### src/rtl/acc_cpu_pkg.sv
// Shared definitions for the multicycle accumulator CPU.
// Opcode constants and the 2-bit FSM state encoding.
package acc_cpu_pkg;

    localparam logic [2:0] OP_LDA = 3'b000;
    localparam logic [2:0] OP_STA = 3'b001;
    localparam logic [2:0] OP_ADD = 3'b010;
    localparam logic [2:0] OP_SUB = 3'b011;
    localparam logic [2:0] OP_AND = 3'b100;
    localparam logic [2:0] OP_XOR = 3'b101;
    localparam logic [2:0] OP_JMP = 3'b110;
    localparam logic [2:0] OP_JZ  = 3'b111;

    typedef enum logic [1:0] {
        S_FETCH  = 2'd0,
        S_DECODE = 2'd1,
        S_MEM    = 2'd2,
        S_WB     = 2'd3
    } state_t;

endpackage

### src/rtl/acc_cpu_alu.sv
// Combinational ALU for the accumulator CPU.
// Ports: op (opcode), a (ACC), b (MDR) -> result, carry_out, zero_out.
// LDA passes b through; carry_out is only meaningful for ADD/SUB.
module acc_cpu_alu
    import acc_cpu_pkg::*;
#(
    parameter int DW = 8
) (
    input  logic [2:0]    op,
    input  logic [DW-1:0] a,
    input  logic [DW-1:0] b,
    output logic [DW-1:0] result,
    output logic          carry_out,
    output logic          zero_out
);

    logic [DW:0] sum;
    logic [DW:0] diff;

    always_comb begin
        sum  = {1'b0, a} + {1'b0, b};
        // bit DW of the extended difference is the borrow (a < b)
        diff = {1'b0, a} - {1'b0, b};
        result    = b;
        carry_out = 1'b0;
        case (op)
            OP_ADD:  {carry_out, result} = sum;
            OP_SUB:  {carry_out, result} = diff;
            OP_AND:  result = a & b;
            OP_XOR:  result = a ^ b;
            default: result = b;
        endcase
        zero_out = (result == '0);
    end

endmodule

### src/rtl/acc_cpu_mc.sv
// Multicycle accumulator CPU with req/ack instruction and data ports.
// Ports: clk, rst (async, active-high); i_req/i_addr/i_ack/i_rdata fetch port;
// d_req/d_we/d_addr/d_wdata/d_ack/d_rdata data port;
// acc_out, pc_out, zero, carry status; retire pulses once per instruction.
module acc_cpu_mc
    import acc_cpu_pkg::*;
#(
    parameter int DW = 8,
    parameter int AW = 5
) (
    input  logic          clk,
    input  logic          rst,
    output logic          i_req,
    output logic [AW-1:0] i_addr,
    input  logic          i_ack,
    input  logic [AW+2:0] i_rdata,
    output logic          d_req,
    output logic          d_we,
    output logic [AW-1:0] d_addr,
    output logic [DW-1:0] d_wdata,
    input  logic          d_ack,
    input  logic [DW-1:0] d_rdata,
    output logic [DW-1:0] acc_out,
    output logic [AW-1:0] pc_out,
    output logic          zero,
    output logic          carry,
    output logic          retire
);

    localparam int IW = 3 + AW;

    state_t        state;
    logic [AW-1:0] pc;
    logic [DW-1:0] acc;
    logic [IW-1:0] ir;
    logic [DW-1:0] mdr;

    logic [2:0]    op;
    logic [AW-1:0] opa;
    logic          is_branch;
    logic          take_jump;
    logic          is_sta;

    logic [DW-1:0] alu_res;
    logic          alu_c;
    logic          alu_z;

    assign op        = ir[IW-1:AW];
    assign opa       = ir[AW-1:0];
    assign is_branch = (op == OP_JMP) || (op == OP_JZ);
    assign take_jump = (op == OP_JMP) || (op == OP_JZ && zero);
    assign is_sta    = (op == OP_STA);

    acc_cpu_alu #(.DW(DW)) u_alu (
        .op        (op),
        .a         (acc),
        .b         (mdr),
        .result    (alu_res),
        .carry_out (alu_c),
        .zero_out  (alu_z)
    );

    // Strobes decode from the state register; gating with rst drops a
    // pending request the moment reset is asserted.
    assign i_req   = !rst && (state == S_FETCH);
    assign d_req   = !rst && (state == S_MEM);
    assign d_we    = d_req && is_sta;
    assign i_addr  = pc;
    assign d_addr  = opa;
    assign d_wdata = acc;
    assign acc_out = acc;
    assign pc_out  = pc;

    assign retire = !rst && (
        (state == S_DECODE && is_branch) ||
        (state == S_MEM && is_sta && d_ack) ||
        (state == S_WB));

    always_ff @(posedge clk or posedge rst) begin
        if (rst) begin
            state <= S_FETCH;
            pc    <= '0;
            acc   <= '0;
            ir    <= '0;
            mdr   <= '0;
            zero  <= 1'b1;
            carry <= 1'b0;
        end else begin
            case (state)
                S_FETCH: begin
                    if (i_ack) begin
                        ir    <= i_rdata;
                        state <= S_DECODE;
                    end
                end
                S_DECODE: begin
                    if (is_branch) begin
                        pc    <= take_jump ? opa : pc + 1'b1;
                        state <= S_FETCH;
                    end else begin
                        state <= S_MEM;
                    end
                end
                S_MEM: begin
                    if (d_ack) begin
                        if (is_sta) begin
                            pc    <= pc + 1'b1;
                            state <= S_FETCH;
                        end else begin
                            mdr   <= d_rdata;
                            state <= S_WB;
                        end
                    end
                end
                S_WB: begin
                    acc  <= alu_res;
                    zero <= alu_z;
                    if (op == OP_ADD || op == OP_SUB)
                        carry <= alu_c;
                    pc    <= pc + 1'b1;
                    state <= S_FETCH;
                end
                default: state <= S_FETCH;
            endcase
        end
    end

endmodule

### config.mk
export PLATFORM = sky130hd
export DESIGN_NAME = acc_cpu_mc
export DESIGN_NICKNAME = d
export VERILOG_FILES = /design/src/rtl/acc_cpu_pkg.sv /design/src/rtl/acc_cpu_alu.sv /design/src/rtl/acc_cpu_mc.sv
export SDC_FILE = /design/constraint.sdc
export NUM_CORES = 1
export LEC_CHECK = 0
export ABC_AREA = 1
export BUFFER_PORTS_ARGS = -buffer_cell sky130_fd_sc_hd__clkbuf_2
export CORE_MARGIN = 2
export CORE_UTILIZATION = 35
export DETAILED_ROUTE_END_ITERATION = 6
export PLACE_DENSITY = 0.66
export SLEW_MARGIN = 20
export SYNTH_ARGS = -nofsm -noshare
export SYNTH_HDL_FRONTEND = slang
export SYNTH_HIERARCHICAL = 1
export SYNTH_SLANG_ARGS = --single-unit
### constraint.sdc
create_clock -name clk -period 2.15 [get_ports clk]
set_input_delay 0.215 -clock clk [delete_from_list [all_inputs] [get_ports clk]]
set_output_delay 0.215 -clock clk [all_outputs]
set_load 0.01 [all_outputs]
==> out/metrics.yaml <==
first_pass_iters: 4
cp_data_required_time_ns: 2.38
synth.largest_area_cell: "dfrtp_1"
vdd_ir_drop_max_mv: 0.646
finalHoldViolations: 0
worst_slew_pin_slew_ns: 0.443
critPathMaxFanout: 4
dp_hpwl_um: 6020
cts_max_level: 2
finalMaxSlewViolations: 0
synthTopCellsByArea: "dfrtp_1 (28%), nand2_1 (20%), nand3_1 (11%)"
finalCritPeriodShare: 0.971
gr-total-overflow: 0
antenna_found_initial: 0
design_area_mm2: 0.00332
cp.arrival_ns: 2.32
holdBufCountCts: 0
layout-drive-gt1-share: 0.246
layout.area.seq_um2: 828
synth_nets: 471
fin_worst_skew_ns: 0.0143
ys_dominant_reg_cell: "dfrtp_1"
max_freq_mhz: 479
yosys-top-cells-count: "nand2_1 (151), nand3_1 (64), inv_1 (56)"
io_buffer_count: 56
hold_slack_ns: 0.0324
cts_made_buffers: 5
critical_path_class: "flop to flop"
route.detailed.drc: 0
root_buffer: "clkbuf_8"
antenna_cells: 0
initial_utilization: 0.366
netlist_area_mm2: 0.00286
grt_pass1_wl_um: 12500
async_flop_share: 1.00
start_kind: "flop"
vias: 2836
yosys.area.top_type_share: 0.280
grt_max_degree: 34
yosysMostFrequentCell: "nand2_1"
io_pins: 57
hold_class: "input pin to asynchronous set/reset pin"
core_mm2: 0.00781
cts_tree: "yes"
gp_congestion: 0.922
rsz0062_at_grt: "yes"
clk_pin_slew_ns: 0.08
synthDistinctLibCells: 32
fp.dieH_um: 94.4
yosys_warnings: 6
num_rows: 32
dpl.cell_count: 574
synth_seq_cells: 33
avgSynthCellArea_um2: 6.62
yosysSeqAreaShare: 0.289
cts_sinks: 33
synth_cells: 432
wl_per_cell_um: 12.9
setup_violations: 0
drv_cap: 0
viasPerCell: 4.85
die_area_mm2: 0.00891
areaGrowthSynthToFinish_pct: 16.2
drt-total-wl_um: 7550
fin_cells: 585
track_usage: 0.179
grt_pass1_vias: 2618
end_kind: "flop"
leakagePower_nw: 1.92
status: "completed"
fin_nets: 521
num-fill-cells: 845
clock_latency_ns: 0.30
multi_input_area_mm2: 0.00164
slew_headroom: 0.704
ant_nets: 0
synth_edf_count: 0
postPlaceCellArea_mm2: 0.00315
drt-initial-drc-count: 182
dieWidth_um: 94.4
fin_crit_ns: 2.09
cts.path.max_buffers: 2
pwr_density_cell_mw_per_mm2: 1650
[what timing repair did]
| action | in CTS | in global routing |
|---|---|---|
| pin swaps | 0 | 10 |
| resized for setup | 0 | 19 |
| buffers inserted | 1 | 2 |
| hold endpoints to repair | 0 | 0 |
| endpoints found under the setup margin | 1 | 4 |
[final timing paths]
check,cells past startpoint,slack (ns),to,from
min in group clk,3,0.14,ir[3],i_rdata[3]
worst min register to register,2,0.51,mdr[6],mdr[6]
worst max-delay path,17,0.06,zero,acc_out[0]
worst min-delay path,3,0.03,ir[3],rst
max in group asynchronous,3,1.78,zero,rst
worst max register to register,17,0.06,zero,acc_out[0]
[through the flow]
stage          power [mW]  setup slack [ns]  setup TNS, ns   util
2_1_floorplan        3.89             0.184              0      -
3_3_place_gp         4.70            0.0918              0  0.404
3_5_place_dp         4.74         -0.000637      -0.000637  0.404
4_1_cts              5.39            0.0179              0  0.420
5_1_grt              6.08           -0.0920        -0.0988  0.426
6_report             5.48            0.0623              0  0.426
[layout by cell type (no fill, tap or decap), types with 2 or more instances in the layout]
master,netlist,final
a21oi_1,9,8
dfrtp_1,32,31
nand2_4,5,5
inv_2,4,8
nand4_1,8,8
nand3_1,64,63
buf_4,19,13
ha_1,17,13
clkbuf_8,0,5
nor2_1,24,23
inv_1,56,52
nand3b_1,4,4
clkbuf_2,0,56
nor2_2,4,5
nor3_1,2,2
ha_2,0,4
o21ai_1,2,5
nand2_2,5,7
fa_2,0,2
nand2_1,151,149
nor2_4,3,3
[registers in the layout, indices dropped and copies added (netlist names)]
register	flops
state	2
carry	1
acc_out	8
i_addr	5
ir	8
mdr	8
zero	1
[layout make-up]
cell class,instances,share of cell area
multi-input cells,311,0.493
flip-flops and latches,33,0.249
repair buffers,69,0.114
inverters,62,0.0711
well taps,102,0.0384
clock buffers,5,0.0207
clock inverters,3,0.0139
[kinds of logic after synthesis]
family / count (synthesis) / share of synthesized area
AND/OR/NAND/NOR: 272 / 0.435
buffers and inverters: 88 / 0.149
flip-flops: 33 / 0.289
AO/OA/AOI/OAI: 19 / 0.0359
adder cells (fa/ha/maj): 19 / 0.0884
XOR/XNOR: 1 / 0.00306
[where the power goes]
part,internal (mW),switching (mW)
logic,1.32,2.24
registers,0.899,0.408
clock network,0.347,0.261
total,2.57,2.91
[critical path: stages (launching register included)]
cell	delay, ns
dfrtp_1	0.41
inv_1	0.07
ha_2	0.17
inv_2	0.05
fa_2	0.39
inv_2	0.07
nand2_2	0.04
nand2_1	0.06
nor2_1	0.04
nor2_1	0.09
nand2_1	0.07
nand2_2	0.08
nand3_2	0.07
nor2_2	0.13
nand3_1	0.07
nor2_1	0.10
nand2_1	0.05
o21ai_1	0.07
[per-layer routing]
layer  wire length, µm  track usage  up-vias
li1                  -            -     1440
met1              3300        0.237     1282
met2              3700        0.309      108
met3               494       0.0231        6
met4                59       0.0483        0
met5                 0            0        -
Note: power is estimated with default switching activity, not from simulation.
